### src/rtl/move_controller.sv
// move_controller
// Turn-based move sequencer for the NxN gomoku board. Converts cursor and
// place buttons into one-cycle board writes, refuses occupied cells and runs
// the win / draw / restart flow around the result returned by the board.
module move_controller #(
   parameter int N     = 7,
   parameter int CELLS = N * N
) (
   input  logic       clk,
   input  logic       reset,
   input  logic       btn_up,
   input  logic       btn_down,
   input  logic       btn_left,
   input  logic       btn_right,
   input  logic       btn_place,
   input  logic [1:0] state,
   output logic       go,
   output logic [2:0] x,
   output logic [2:0] y,
   output logic       color,
   output logic       reject,
   output logic       clear,
   output logic       game_over,
   output logic [1:0] winner,
   output logic [5:0] move_count
);

   typedef enum logic [2:0] {
      PLAY   = 3'd0,
      COMMIT = 3'd1,
      EVAL   = 3'd2,
      OVER   = 3'd3,
      CLEAR  = 3'd4
   } fsm_t;

   localparam logic [2:0] HOME  = 3'd3;
   localparam logic [2:0] LAST  = 3'(N - 1);
   localparam logic [5:0] FULL  = 6'(CELLS);
   localparam logic [5:0] ROW_W = 6'(N);

   fsm_t             fsm_r;
   fsm_t             fsm_s;
   logic [4:0]       btn_s;
   logic [4:0]       btn_q_r;
   logic [4:0]       rise_s;
   logic [CELLS-1:0] occ_r;
   logic [CELLS-1:0] occ_s;
   logic [5:0]       cell_s;
   logic             busy_s;
   logic [1:0]       result_s;
   logic [2:0]       x_r;
   logic [2:0]       x_s;
   logic [2:0]       y_r;
   logic [2:0]       y_s;
   logic             color_r;
   logic             color_s;
   logic [5:0]       count_r;
   logic [5:0]       count_s;
   logic [1:0]       winner_r;
   logic [1:0]       winner_s;
   logic             go_r;
   logic             go_s;
   logic             reject_r;
   logic             reject_s;
   logic             clear_r;
   logic             clear_s;
   logic             over_r;
   logic             over_s;

   // One wrapping step along an axis; opposing requests cancel.
   function automatic logic [2:0] step_axis(input logic [2:0] pos,
                                            input logic       inc,
                                            input logic       dec);
      logic [2:0] res;
      if (inc && !dec) begin
         res = (pos == LAST) ? 3'd0 : pos + 3'd1;
      end else if (dec && !inc) begin
         res = (pos == 3'd0) ? LAST : pos - 3'd1;
      end else begin
         res = pos;
      end
      return res;
   endfunction

   // Bit order: [4] place, [3] up, [2] down, [1] left, [0] right.
   assign btn_s    = {btn_place, btn_up, btn_down, btn_left, btn_right};
   assign rise_s   = btn_s & ~btn_q_r;
   assign cell_s   = (6'(y_r) * ROW_W) + 6'(x_r);
   assign busy_s   = occ_r[cell_s];
   // The board never legitimately reports 3; treat it as "no winner".
   assign result_s = (state == 2'd3) ? 2'd0 : state;

   assign go         = go_r;
   assign x          = x_r;
   assign y          = y_r;
   assign color      = color_r;
   assign reject     = reject_r;
   assign clear      = clear_r;
   assign game_over  = over_r;
   assign winner     = winner_r;
   assign move_count = count_r;

   // FSM state register.
   always_ff @(posedge clk) begin
      if (reset) begin
         fsm_r <= PLAY;
      end else begin
         fsm_r <= fsm_s;
      end
   end

   // Next-state decision: buttons only matter in PLAY and OVER.
   always_comb begin
      fsm_s = fsm_r;
      case (fsm_r)
         PLAY: begin
            if (rise_s[4] && !busy_s) begin
               fsm_s = COMMIT;
            end else begin
               fsm_s = PLAY;
            end
         end
         COMMIT: fsm_s = EVAL;
         EVAL: begin
            if ((result_s != 2'd0) || (count_r == FULL)) begin
               fsm_s = OVER;
            end else begin
               fsm_s = PLAY;
            end
         end
         OVER: begin
            if (rise_s[4]) begin
               fsm_s = CLEAR;
            end else begin
               fsm_s = OVER;
            end
         end
         CLEAR:   fsm_s = PLAY;
         default: fsm_s = PLAY;
      endcase
   end

   // Next values of the datapath and of every (registered) output.
   always_comb begin
      x_s      = x_r;
      y_s      = y_r;
      color_s  = color_r;
      occ_s    = occ_r;
      count_s  = count_r;
      winner_s = winner_r;
      reject_s = 1'b0;
      go_s     = (fsm_s == COMMIT);
      clear_s  = (fsm_s == CLEAR);
      over_s   = (fsm_s == OVER);
      case (fsm_r)
         PLAY: begin
            if (rise_s[4]) begin
               // A place attempt suppresses any cursor motion in the same cycle.
               reject_s = busy_s;
            end else begin
               x_s = step_axis(x_r, rise_s[0], rise_s[1]);
               y_s = step_axis(y_r, rise_s[2], rise_s[3]);
            end
         end
         COMMIT: begin
            occ_s[cell_s] = 1'b1;
            count_s       = count_r + 6'd1;
         end
         EVAL: begin
            if (result_s != 2'd0) begin
               winner_s = result_s;
            end else if (count_r == FULL) begin
               winner_s = 2'd0;
            end else begin
               color_s = ~color_r;
            end
         end
         OVER: begin
            // Frozen until a place rise requests a restart.
         end
         CLEAR: begin
            occ_s    = {CELLS{1'b0}};
            count_s  = 6'd0;
            color_s  = 1'b0;
            x_s      = HOME;
            y_s      = HOME;
            winner_s = 2'd0;
         end
         default: begin
            occ_s = occ_r;
         end
      endcase
   end

   // Datapath and output registers, including the button edge-detect stage.
   always_ff @(posedge clk) begin
      if (reset) begin
         btn_q_r  <= 5'd0;
         occ_r    <= {CELLS{1'b0}};
         x_r      <= HOME;
         y_r      <= HOME;
         color_r  <= 1'b0;
         count_r  <= 6'd0;
         winner_r <= 2'd0;
         go_r     <= 1'b0;
         reject_r <= 1'b0;
         clear_r  <= 1'b0;
         over_r   <= 1'b0;
      end else begin
         btn_q_r  <= btn_s;
         occ_r    <= occ_s;
         x_r      <= x_s;
         y_r      <= y_s;
         color_r  <= color_s;
         count_r  <= count_s;
         winner_r <= winner_s;
         go_r     <= go_s;
         reject_r <= reject_s;
         clear_r  <= clear_s;
         over_r   <= over_s;
      end
   end

endmodule

### config.mk
export PLATFORM = sky130hd
export DESIGN_NAME = move_controller
export DESIGN_NICKNAME = d
export VERILOG_FILES = /design/src/rtl/move_controller.sv
export SDC_FILE = /design/constraint.sdc
export NUM_CORES = 1
export LEC_CHECK = 0
export BUFFER_PORTS_ARGS = -buffer_cell sky130_fd_sc_hd__buf_2
export CELL_PAD_IN_SITES_DETAIL_PLACEMENT = 1
export CELL_PAD_IN_SITES_GLOBAL_PLACEMENT = 1
export CORE_ASPECT_RATIO = 1.75
export CORE_MARGIN = 2
export CORE_UTILIZATION = 40
export CTS_BUF_LIST = sky130_fd_sc_hd__clkbuf_16
export CTS_CLUSTER_SIZE = 30
export DETAILED_ROUTE_END_ITERATION = 8
export HOLD_SLACK_MARGIN = 0.06
export PLACE_DENSITY_LB_ADDON = 0.1
export SYNTH_ARGS = -nofsm -noshare
export SYNTH_HDL_FRONTEND = slang
export SYNTH_SLANG_ARGS = --single-unit
### constraint.sdc
create_clock -name clk -period 4.41 [get_ports clk]
set_input_delay 0.6615 -clock clk [delete_from_list [all_inputs] [get_ports clk]]
set_output_delay 0.6615 -clock clk [all_outputs]
set_load 0.02 [all_outputs]
==> metrics.cfg, run 1 <==
[timing]
finalClockSkew_ps=6.23
min_period_ps=4010
max_clock_freq_ghz=0.249
worst_pin_slew_ps=1220
relSlewSlack_pct=18.9
fin_crit_sh_pct=91.0
setup_viol=0
rsz_0062_raised_after_global_routing=false
slew_violations=0
timing_hold_violations_final=0
tns_ps=0

[floorplan]
placeableCoreArea_um2=9040
die_width_um=76.9
rows=46
dieArea_um2=10100
initial_core_util_pct=41.2
pin_count=28
die_h_um=132

[setup_path]
worstSetupEndpointType=flop
worstPathArrival_ps=4240
required_arrival_time_at_the_worst_endpoint_ps=4640
setup.worst_path.start_class=flop
category_of_the_most_critical_setup_path=flop to flop
critPathMaxFanout=20

[yosys]
mappedNetlistArea_um2=3720
synthTopCellsByArea=sky130_fd_sc_hd__dfxtp_1 41%, sky130_fd_sc_hd__ha_1 7.7%, sky130_fd_sc_hd__a22o_1 7.5%
synth_register_bits=76
yosys.area.top_type=sky130_fd_sc_hd__dfxtp_1
synth.yosys.seq_area_share_pct=40.9
yosysWarningCount=0
yosysUniqueCellTypes=48
ys_top_cells_by_count=76 x sky130_fd_sc_hd__dfxtp_1, 46 x sky130_fd_sc_hd__nor2_1, 32 x sky130_fd_sc_hd__a21oi_1, 32 x sky130_fd_sc_hd__a22o_1, 28 x sky130_fd_sc_hd__nand2_1
syn-num-nets=431
syn-mean-instance-area_um2=9.42
ys_dominant_reg_cell=sky130_fd_sc_hd__dfxtp_1
netlist_instances=395
post-synth-top-area-fraction_pct=40.9
synthArstFlopShare_pct=0
synth_edf_count=0
yosys.cell_count.top_type=sky130_fd_sc_hd__dfxtp_1

[power_and_ir_drop]
clock_power_share_pct=30.8
switching_share_pct=40.2
total_switching_power_mw=1.04
power-per-cell-area_nw_per_um2=601
share_comb_of_total_power_pct=39.5
leakage_nw=1.74
power.share.sequential_pct=29.7
ir_worst_vdd_mv=0.423
internal_power_mw=1.55

[routing]
drt_drc_violations_left=0
wl_um=9610
firstDrtPassIters=4
ant_nets=0
num_vias=3016
wl_per_cell_um=17.6
post_drt_via_cell_ratio=5.52
drtIter0Drc=77

[global_route]
maximum_number_of_pins_on_one_net_before_global_route_repair=32
grt_first_pass_wirelength_um=16000
total_routing_resource_utilization_after_global_routing_pct=20.1
number_of_global_route_vias_before_repair=3199
grt-ovfl-total=0
number_of_antenna_violations_at_the_first_check_in_global_routing=0

[clock_network]
resized_after_cts=0
cts_root_buf=sky130_fd_sc_hd__clkbuf_16
clk_latency_ps=340
cts-buffers-inserted=9
tritoncts_num_sinks=76
cts.htree.levels=3
post_cts_buffers=0
clock_transition_at_the_register_clock_pins_on_the_worst_setup_and_hold_paths_after_cts_ps=60
cts_buffer_depth=2
cts_hold_buffers=0
clock_tree_from_tritoncts=built

[run_status]
run_status=completed

[placement]
gp_routability_congestion=0.856
dp_cells=530
dpl.hpwl_um=7160
io_buffers=27

[final_layout]
filler_cell_count=1059
num_antenna_cells=0
final-instance-count-excl-fill=546
drive_above_1_share_pct=16.4
flow.area_growth_from_synthesis_pct=15.9
finish.net_count=457

[worst_hold_path]
hold_path_class=flop to flop

[flow_run]
cap_violations=0

==> path summary, 6_finish.rpt <==
kind	from	endpoint	slack [ps]	cells past startpoint
max	y[1]$_SDFFE_PP1P_	reject$_SDFF_PP0_	400	11
min	occ_r[25]$_SDFFE_PP0P_	occ_r[25]$_SDFFE_PP0P_	470	2
max reg2reg	y[1]$_SDFFE_PP1P_	reject$_SDFF_PP0_	400	11
min reg2reg	occ_r[25]$_SDFFE_PP0P_	occ_r[25]$_SDFFE_PP0P_	470	2
==> sequential cells by signal, indices dropped and copies added, names as in the netlist, 2 cells and up <==
| name | flops |
|---|---|
| occ_r | 49 |
| move_count | 6 |
| btn_q_r | 5 |
| fsm_r | 3 |
| x | 3 |
| y | 3 |
| winner | 2 |
==> layout by cell type (no fill, tap or decap), drive strengths merged, types with 4 or more instances in the layout <==
cell	netlist	layout
a22o	32	32
nand4	4	4
a21o	4	4
nand3	15	15
nand2	28	28
nor2	48	48
fa	4	4
mux4	12	12
clkbuf	13	9
nor3	14	14
buf	7	35
ha	23	23
nand2b	6	6
dfxtp	76	76
a21oi	32	32
nor2b	9	9
o21ai	7	7
inv	16	18
==> per-stage QoR <==
| step | total power [mW] | utilization (%) | hold WS [ps] | area [µm²] | setup WS, ps |
|---|---|---|---|---|---|
| after floorplan | 1.54 | - | 431 | 3720 | 969 |
| after global placement | 1.79 | 44.1 | 444 | 3990 | 465 |
| after detailed placement | 1.81 | 44.1 | 458 | 3990 | 448 |
| after CTS | 2.63 | 47.7 | 474 | 4310 | 417 |
| after global routing | 2.75 | 47.7 | 490 | 4310 | 194 |
| final | 2.59 | 47.7 | 469 | 4310 | 397 |
==> final cells by class <==
| class | count | area (µm²) | share of cell area [%] |
|---|---|---|---|
| multi-input cells | 283 | 2060 | 47.8 |
| flip-flops and latches | 76 | 1520 | 35.3 |
| clock buffers | 9 | 225 | 5.22 |
| repair buffers | 35 | 195 | 4.53 |
| well taps | 120 | 150 | 3.48 |
| clock inverters | 7 | 98.8 | 2.29 |
| inverters | 16 | 60.1 | 1.39 |
==> power by group through the flow <==
stage | registers (mW) | logic, mW | clock network (mW)
after global routing | 0.778 | 1.13 | 0.845
after detailed placement | 0.786 | 1.02 | 0
after global placement | 0.784 | 1.01 | 0
final | 0.770 | 1.02 | 0.799
after CTS | 0.771 | 1.03 | 0.822
after floorplan | 0.786 | 0.751 | 0
==> critical path, stage by stage (launching register included) <==
cell	delay (ps)
sky130_fd_sc_hd__dfxtp_1	400
sky130_fd_sc_hd__fa_1	540
sky130_fd_sc_hd__inv_1	60
sky130_fd_sc_hd__fa_1	500
sky130_fd_sc_hd__inv_1	70
sky130_fd_sc_hd__fa_1	1160
sky130_fd_sc_hd__mux4_2	590
sky130_fd_sc_hd__nand2_1	80
sky130_fd_sc_hd__nand3_1	80
sky130_fd_sc_hd__nand4b_1	110
sky130_fd_sc_hd__nand4_1	130
sky130_fd_sc_hd__nor2b_1	160
==> per-layer routing <==
layer | wire, µm | vias to the layer above | share of wire (%) | GRT usage (%)
li1 | - | 1480 | - | -
met1 | 3770 | 1475 | 39 | 21.1
met2 | 5260 | 44 | 55 | 37.5
met3 | 240 | 17 | 2.5 | 3.85
met4 | 342 | 0 | 3.6 | 9.90
met5 | 0 | - | 0 | 0
==> cell families after synthesis <==
family                   Yosys count  share of synthesized area [%]
XOR/XNOR                           5                           1.38
flip-flops                        76                           40.9
AND/OR/NAND/NOR                  141                           18.1
AO/OA/AOI/OAI                     95                           17.9
multiplexers                      15                           8.10
adder cells (fa/ha/maj)           27                           9.88
buffers and inverters             36                           3.80
(Power assumes the default switching activity.)
==> inputs of run 2 (changes only) <==
Settings changed: ABC_AREA set to 1.
==> run 2 against run 1 <==
- total power increased by 38%
- cell count rose by 32%
- sequential share of layout area down 0.56 points
- setup slack better by 380 ps
- clock power shrank 18%
- non-clock buffer count shrank 5
- combinational power is 110% higher
- first-iteration DRC count rose by 14%
- synthesized cell count up 44%
- sequential power rose by 3.0%
- hold slack got worse by 13 ps
- die area increased by 3.8%
==> metrics.cfg, run 2 <==
[setup_path]
critPathMaxFanout=9
cp_slowest_cell=sky130_fd_sc_hd__fa_1
crit_cells=11
cp_top_family=adder cells
worstSetupEndpointType=flop
required_arrival_time_at_the_worst_endpoint_ps=4670
worstPathArrival_ps=3900
category_of_the_most_critical_setup_path=flop to flop
worst-path-buf-inv=4
setup.worst_path.start_class=flop
critPathMaxStageDelay_ps=600
r2r.worst_path.cells=11
critPathMostFrequentCell=sky130_fd_sc_hd__inv_1
series_of_cell_instances_along_the_critical_path=fa_1 > inv_1 > fa_1 > inv_1 > fa_1 > inv_1 > nor2_1 > inv_1 > nor2_1 > nand2_1 > a21oi_1

[yosys]
yosysWarningCount=0
synth_compound_area_share_pct=13.4
syn-mean-instance-area_um2=6.83
synthMuxAreaShare_pct=0
synth_register_bits=76
ys_dominant_reg_cell=sky130_fd_sc_hd__dfxtp_1
yosysUniqueCellTypes=29
synth.yosys.seq_area_share_pct=39.3
mappedNetlistArea_um2=3870
yosys.area.top_type=sky130_fd_sc_hd__dfxtp_1
synth_top_family_by_area=simple AND/OR/NAND/NOR gates
yosys.cell_count.top_type=sky130_fd_sc_hd__nand2_1
synthTopCellsByArea=sky130_fd_sc_hd__dfxtp_1 39%, sky130_fd_sc_hd__nand2_1 15%, sky130_fd_sc_hd__inv_1 10%
synth_edf_count=0
synthArstFlopShare_pct=0
ys_top_cells_by_count=156 x sky130_fd_sc_hd__nand2_1, 106 x sky130_fd_sc_hd__inv_1, 76 x sky130_fd_sc_hd__dfxtp_1
syn-num-nets=603
post-synth-top-area-fraction_pct=39.3
synthAdderAreaFrac_pct=9.51
netlist_instances=567
post_synth_xor_area_fraction_pct=0.679
simple_logic_cell_fraction_of_the_synthesized_area_pct=25.2

[final_layout]
sequential_cell_area_in_the_final_layout_um2=1520
drive_above_1_share_pct=7.65
final_area_um2=4380
finish.net_count=632
most-common-layout-cells=156 x sky130_fd_sc_hd__nand2_1, 107 x sky130_fd_sc_hd__inv_1, 76 x sky130_fd_sc_hd__dfxtp_1, 69 x sky130_fd_sc_hd__a21oi_1, 45 x sky130_fd_sc_hd__nor2_1
final-instance-count-excl-fill=723
number_of_flip_flops_under_the_largest_register_name=49
mostFrequentLayoutCell=sky130_fd_sc_hd__nand2_1
filler_cell_count=1276
registers.top_by_ff_count=occ_r
num_antenna_cells=0
multi_input_comb_area_um2=1890
flow.area_growth_from_synthesis_pct=13.3

[global_route]
grt_first_pass_wirelength_um=17700
gr-usage-met1_pct=20.5
maximum_number_of_pins_on_one_net_before_global_route_repair=52
number_of_antenna_violations_at_the_first_check_in_global_routing=0
grtUsageMet2_pct=42.7
grt-ovfl-total=0
number_of_global_route_vias_before_repair=3900
top_usage_layer=met2
gr-usage-met3_pct=3.77
total_routing_resource_utilization_after_global_routing_pct=21.6

[timing]
worst_pin_slew_ps=694
rsz_0062_raised_after_global_routing=false
setup_ws_ps=774
tns_ps=0
setup_viol=0
fin_crit_sh_pct=82.5
relSlewSlack_pct=53.6
max_clock_freq_ghz=0.275
finalClockSkew_ps=7.22
slew_violations=0
min_period_ps=3640
timing_hold_violations_final=0

[clock_network]
cts.htree.levels=3
cts_hold_buffers=0
clock_transition_at_the_register_clock_pins_on_the_worst_setup_and_hold_paths_after_cts_ps=60
cts-buffers-inserted=9
tritoncts_num_sinks=76
clk_latency_ps=330
resized_after_cts=0
cts_buffer_depth=2
post_cts_buffers=0
clock_tree_from_tritoncts=built
cts_root_buf=sky130_fd_sc_hd__clkbuf_16

[floorplan]
rows=47
dieArea_um2=10500
pin_count=28
die_h_um=134
die_width_um=78.4
initial_core_util_pct=41.1
placeableCoreArea_um2=9410

[routing]
wl_um=10500
wl_per_cell_um=14.5
post_drt_via_cell_ratio=4.97
ant_nets=0
drt_drc_violations_left=0
num_vias=3595
firstDrtPassIters=4
drtIter0Drc=88

[worst_hold_path]
hold_path_class=flop to flop
min_delay_path_depth=2

[power_and_ir_drop]
switching_share_pct=52.7
share_comb_of_total_power_pct=59.6
clock_power_share_pct=18.2
total_switching_power_mw=1.89
ir_worst_vdd_mv=0.423
internal_power_mw=1.69
power.share.sequential_pct=22.1
leakage_nw=2.02
report.power.total_mw=3.58
power-per-cell-area_nw_per_um2=817

[flow_run]
cap_violations=0

[run_status]
run_status=completed

[placement]
io_buffers=27
dpl_worst_slack_ps=750
post_dp_cell_area_um2=4120
gp_routability_congestion=0.879
dpl.hpwl_um=8040
dp_cells=707

run 2: changes by cell type after synthesis, moves of 11 or more:
cell / previous run / this run
sky130_fd_sc_hd__inv_1: 16 / 106
sky130_fd_sc_hd__nand3_1: 15 / 33
sky130_fd_sc_hd__a21oi_1: 32 / 69
sky130_fd_sc_hd__o21ai_0: 6 / 17
sky130_fd_sc_hd__mux4_2: 12 / 0
sky130_fd_sc_hd__nand2_1: 28 / 156
sky130_fd_sc_hd__a22o_1: 32 / 0
run 2: cell families after synthesis:
logic type                 after synthesis
AOI/OAI and AO/OA                       98
xor gates and xnor gates                 3
adders and majority gates               27
buffers and inverters                  120
DFF                                     76
and+or+nand+nor                        243
run 2: per-layer routing:
metal | routed length, µm | up-vias
met5 | 0 | -
met4 | 421 | 0
met3 | 260 | 30
met2 | 5820 | 52
met1 | 4010 | 1697
li1 | - | 1816
run 2: worst paths after layout:
check                               from                endpoint  slack [ps]
hold reg to reg   winner[1]$_SDFFE_PP0P_  winner[1]$_SDFFE_PP0P_         460
hold / removal    winner[1]$_SDFFE_PP0P_  winner[1]$_SDFFE_PP0P_         460
setup reg to reg       y[2]$_SDFFE_PP0P_  occ_r[28]$_SDFFE_PP0P_         770
setup / recovery       y[2]$_SDFFE_PP0P_  occ_r[28]$_SDFFE_PP0P_         770
run 2: tightest hold or removal path: cells and delay by family, from the launching register on:
kind            cells  cell delay (ps)
flops               1              300
simple gates        1               60
compound gates      1               50
run 2: per-stage QoR:
stage	hold WS, ps	utilization, %
2_1_floorplan	430	-
3_3_place_gp	439	43.8
3_5_place_dp	451	43.8
4_1_cts	460	46.6
5_1_grt	472	46.6
6_report	456	46.6
run 2: power by group through the flow:
| stage | combinational (mW) | clock [mW] | sequential, mW |
|---|---|---|---|
| 2_1_floorplan | 1.43 | 0 | 0.827 |
| 3_3_place_gp | 2.11 | 0 | 0.805 |
| 3_5_place_dp | 2.15 | 0 | 0.809 |
| 4_1_cts | 2.16 | 0.668 | 0.795 |
| 5_1_grt | 2.44 | 0.695 | 0.802 |
| 6_report | 2.14 | 0.653 | 0.793 |
run 2: area by class of cell:
class / instances / share of cell area [%]
clock buffer: 9 / 5.14
clock inverter: 7 / 0.771
inverter: 108 / 9.25
multi-input combinational: 371 / 43.0
sequential: 76 / 34.7
tap: 122 / 3.48
timing repair buffer: 30 / 3.60
==> inputs of run 3 (changes only) <==
Settings changed: CORE_UTILIZATION 40 to 39.
Clock period 4.41 ns to 3 ns, I/O delays scaled along.
==> run 3 against run 2 <==
- the flow now finishes with violations (negative setup slack)
- non-clock buffer count up 33
- clock skew fell by 2.4 ps
- cell count up 4.6%
- critical path depth up 5
- die area is 2.5% higher
==> metrics.cfg, run 3 (synthesis results as in run 2) <==
[final_layout]
mostFrequentLayoutCell=sky130_fd_sc_hd__nand2_1
num_antenna_cells=0
utilization_pct=49.6
finish.net_count=665
filler_cell_count=1293
flow.area_growth_from_synthesis_pct=25.4
drive_above_1_share_pct=20.8
number_of_flip_flops_under_the_largest_register_name=49
registers.top_by_ff_count=occ_r
most-common-layout-cells=145 x sky130_fd_sc_hd__nand2_1, 98 x sky130_fd_sc_hd__inv_1, 73 x sky130_fd_sc_hd__dfxtp_1, 61 x sky130_fd_sc_hd__a21oi_1, 33 x sky130_fd_sc_hd__nor2_1

[clock_network]
cts.htree.levels=3
cts_buffer_depth=2
cts-buffers-inserted=9
cts_hold_buffers=0
tritoncts_num_sinks=76
cts_root_buf=sky130_fd_sc_hd__clkbuf_16
clk_latency_ps=330
clock_transition_at_the_register_clock_pins_on_the_worst_setup_and_hold_paths_after_cts_ps=60
clock_tree_from_tritoncts=built

[routing]
firstDrtPassIters=4
num_vias=3754
drtIter0Drc=112
post_drt_via_cell_ratio=4.97
drt_drc_violations_left=0
ant_nets=0
wl_per_cell_um=15.0
wl_um=11300

[timing]
fin_crit_sh_pct=102
worst_pin_slew_ps=591
max_clock_freq_ghz=0.327
setup_viol=13
finalClockSkew_ps=4.78
relSlewSlack_pct=60.5
slew_violations=0
min_period_ps=3060
rsz_0062_raised_after_global_routing=true
setup_ws_ps=-55.5
timing_hold_violations_final=0

[global_route]
number_of_antenna_violations_at_the_first_check_in_global_routing=0
total_routing_resource_utilization_after_global_routing_pct=22.0
maximum_number_of_pins_on_one_net_before_global_route_repair=52
gr-usage-met1_pct=20.5
number_of_global_route_vias_before_repair=3914
grt-ovfl-total=0
grt_first_pass_wirelength_um=18100
top_usage_layer=met2
grtUsageMet2_pct=43.9
gr-usage-met3_pct=3.27

[run_status]
run_status=finished with violations
failed_checks=negative setup slack

[placement]
dpl.hpwl_um=8740
dpl_worst_slack_ps=-139
gp_routability_congestion=0.850
io_buffers=27

[setup_path]
r2r.worst_path.cells=16
required_arrival_time_at_the_worst_endpoint_ps=3200
worstSetupEndpointType=flop
cp-startpoint=y[2]$_SDFFE_PP0P_
worstPathArrival_ps=3260
critPathMaxFanout=7
setup.worst_path.start_class=flop
timing.rr.end=fsm_r[0]$_SDFF_PP0_
worst_r2r_startpoint=y[2]$_SDFFE_PP0P_
category_of_the_most_critical_setup_path=flop to flop
r2r_slack_ps=-60
timing_endpoint_of_the_critical_path=fsm_r[0]$_SDFF_PP0_

[floorplan]
rows=48
dieArea_um2=10800
initial_core_util_pct=39.5
die_h_um=136
pin_count=28
placeableCoreArea_um2=9790
die_width_um=79.3

[flow_run]
cap_violations=0

[worst_hold_path]
hold_path_class=primary input to flop

==> run 3: timing repair <==
action / CTS / global route
pin swaps: 12 / 19
gates resized for setup: 21 / 47
endpoints found under the hold margin: 0 / 0
setup endpoints to repair: 46 / 52
setup buffers: 1 / 5
==> run 3: worst max-delay path, stage by stage (launching register included) <==
cell                      delay [ps]
sky130_fd_sc_hd__dfxtp_2         330
sky130_fd_sc_hd__fa_1            530
sky130_fd_sc_hd__inv_1            50
sky130_fd_sc_hd__fa_1            500
sky130_fd_sc_hd__inv_2            50
sky130_fd_sc_hd__fa_2            610
sky130_fd_sc_hd__inv_2            60
sky130_fd_sc_hd__nor2_4          200
sky130_fd_sc_hd__nand3_2          90
sky130_fd_sc_hd__nand2_1          80
sky130_fd_sc_hd__o21ai_0          80
sky130_fd_sc_hd__nand2_1          70
sky130_fd_sc_hd__nand2_1          50
sky130_fd_sc_hd__nand2_1          70
sky130_fd_sc_hd__inv_2            50
sky130_fd_sc_hd__nand3_2          60
sky130_fd_sc_hd__a21oi_2          50
==> run 3: how the worst min path moves through the flow <==
stage / depth (start not counted) / to / start / slack, ps
4_1_cts: 3 / btn_q_r[1]$_SDFF_PP0_ / btn_left / 320
3_3_place_gp: 2 / occ_r[45]$_SDFFE_PP0P_ / occ_r[45]$_SDFFE_PP0P_ / 440
5_1_grt: 3 / btn_q_r[2]$_SDFF_PP0_ / btn_down / 340
3_5_place_dp: 2 / occ_r[41]$_SDFFE_PP0P_ / occ_r[41]$_SDFFE_PP0P_ / 450
2_1_floorplan: 2 / occ_r[48]$_SDFFE_PP0P_ / occ_r[48]$_SDFFE_PP0P_ / 430
6_report: 3 / btn_q_r[1]$_SDFF_PP0_ / btn_left / 330
==> run 3: area by class of cell <==
class	instances	area [µm²]	share of cell area [%]
clock inverters	4	21.3	0.438
inverters	108	408	8.40
multi-input cells	371	2080	42.9
repair buffers	63	432	8.89
clock buffers	9	225	4.64
well taps	125	156	3.22
flip-flops and latches	76	1530	31.5
==> run 3: through the flow <==
stage               hold slack, ps  cells  instance area (µm²)  setup TNS, ps
CTS                            322    751                 4670          -1440
detailed placement             451    737                 4350          -1370
global placement               444    737                 4350          -76.7
floorplan                      430    567                 3890              0
finish                         329    756                 4850           -411
global route                   342    756                 4850          -2920
==> run 3: layer usage <==
metal,vias to the layer above,part of all wire (%)
li1,1880,-
met5,-,0
met3,30,1.9
met4,0,4.3
met1,1789,35
met2,55,59
Power of run 3 is left out: the tool's default activity adds up to more than one toggle a clock period on the data nets, which glitch-free logic cannot reach.
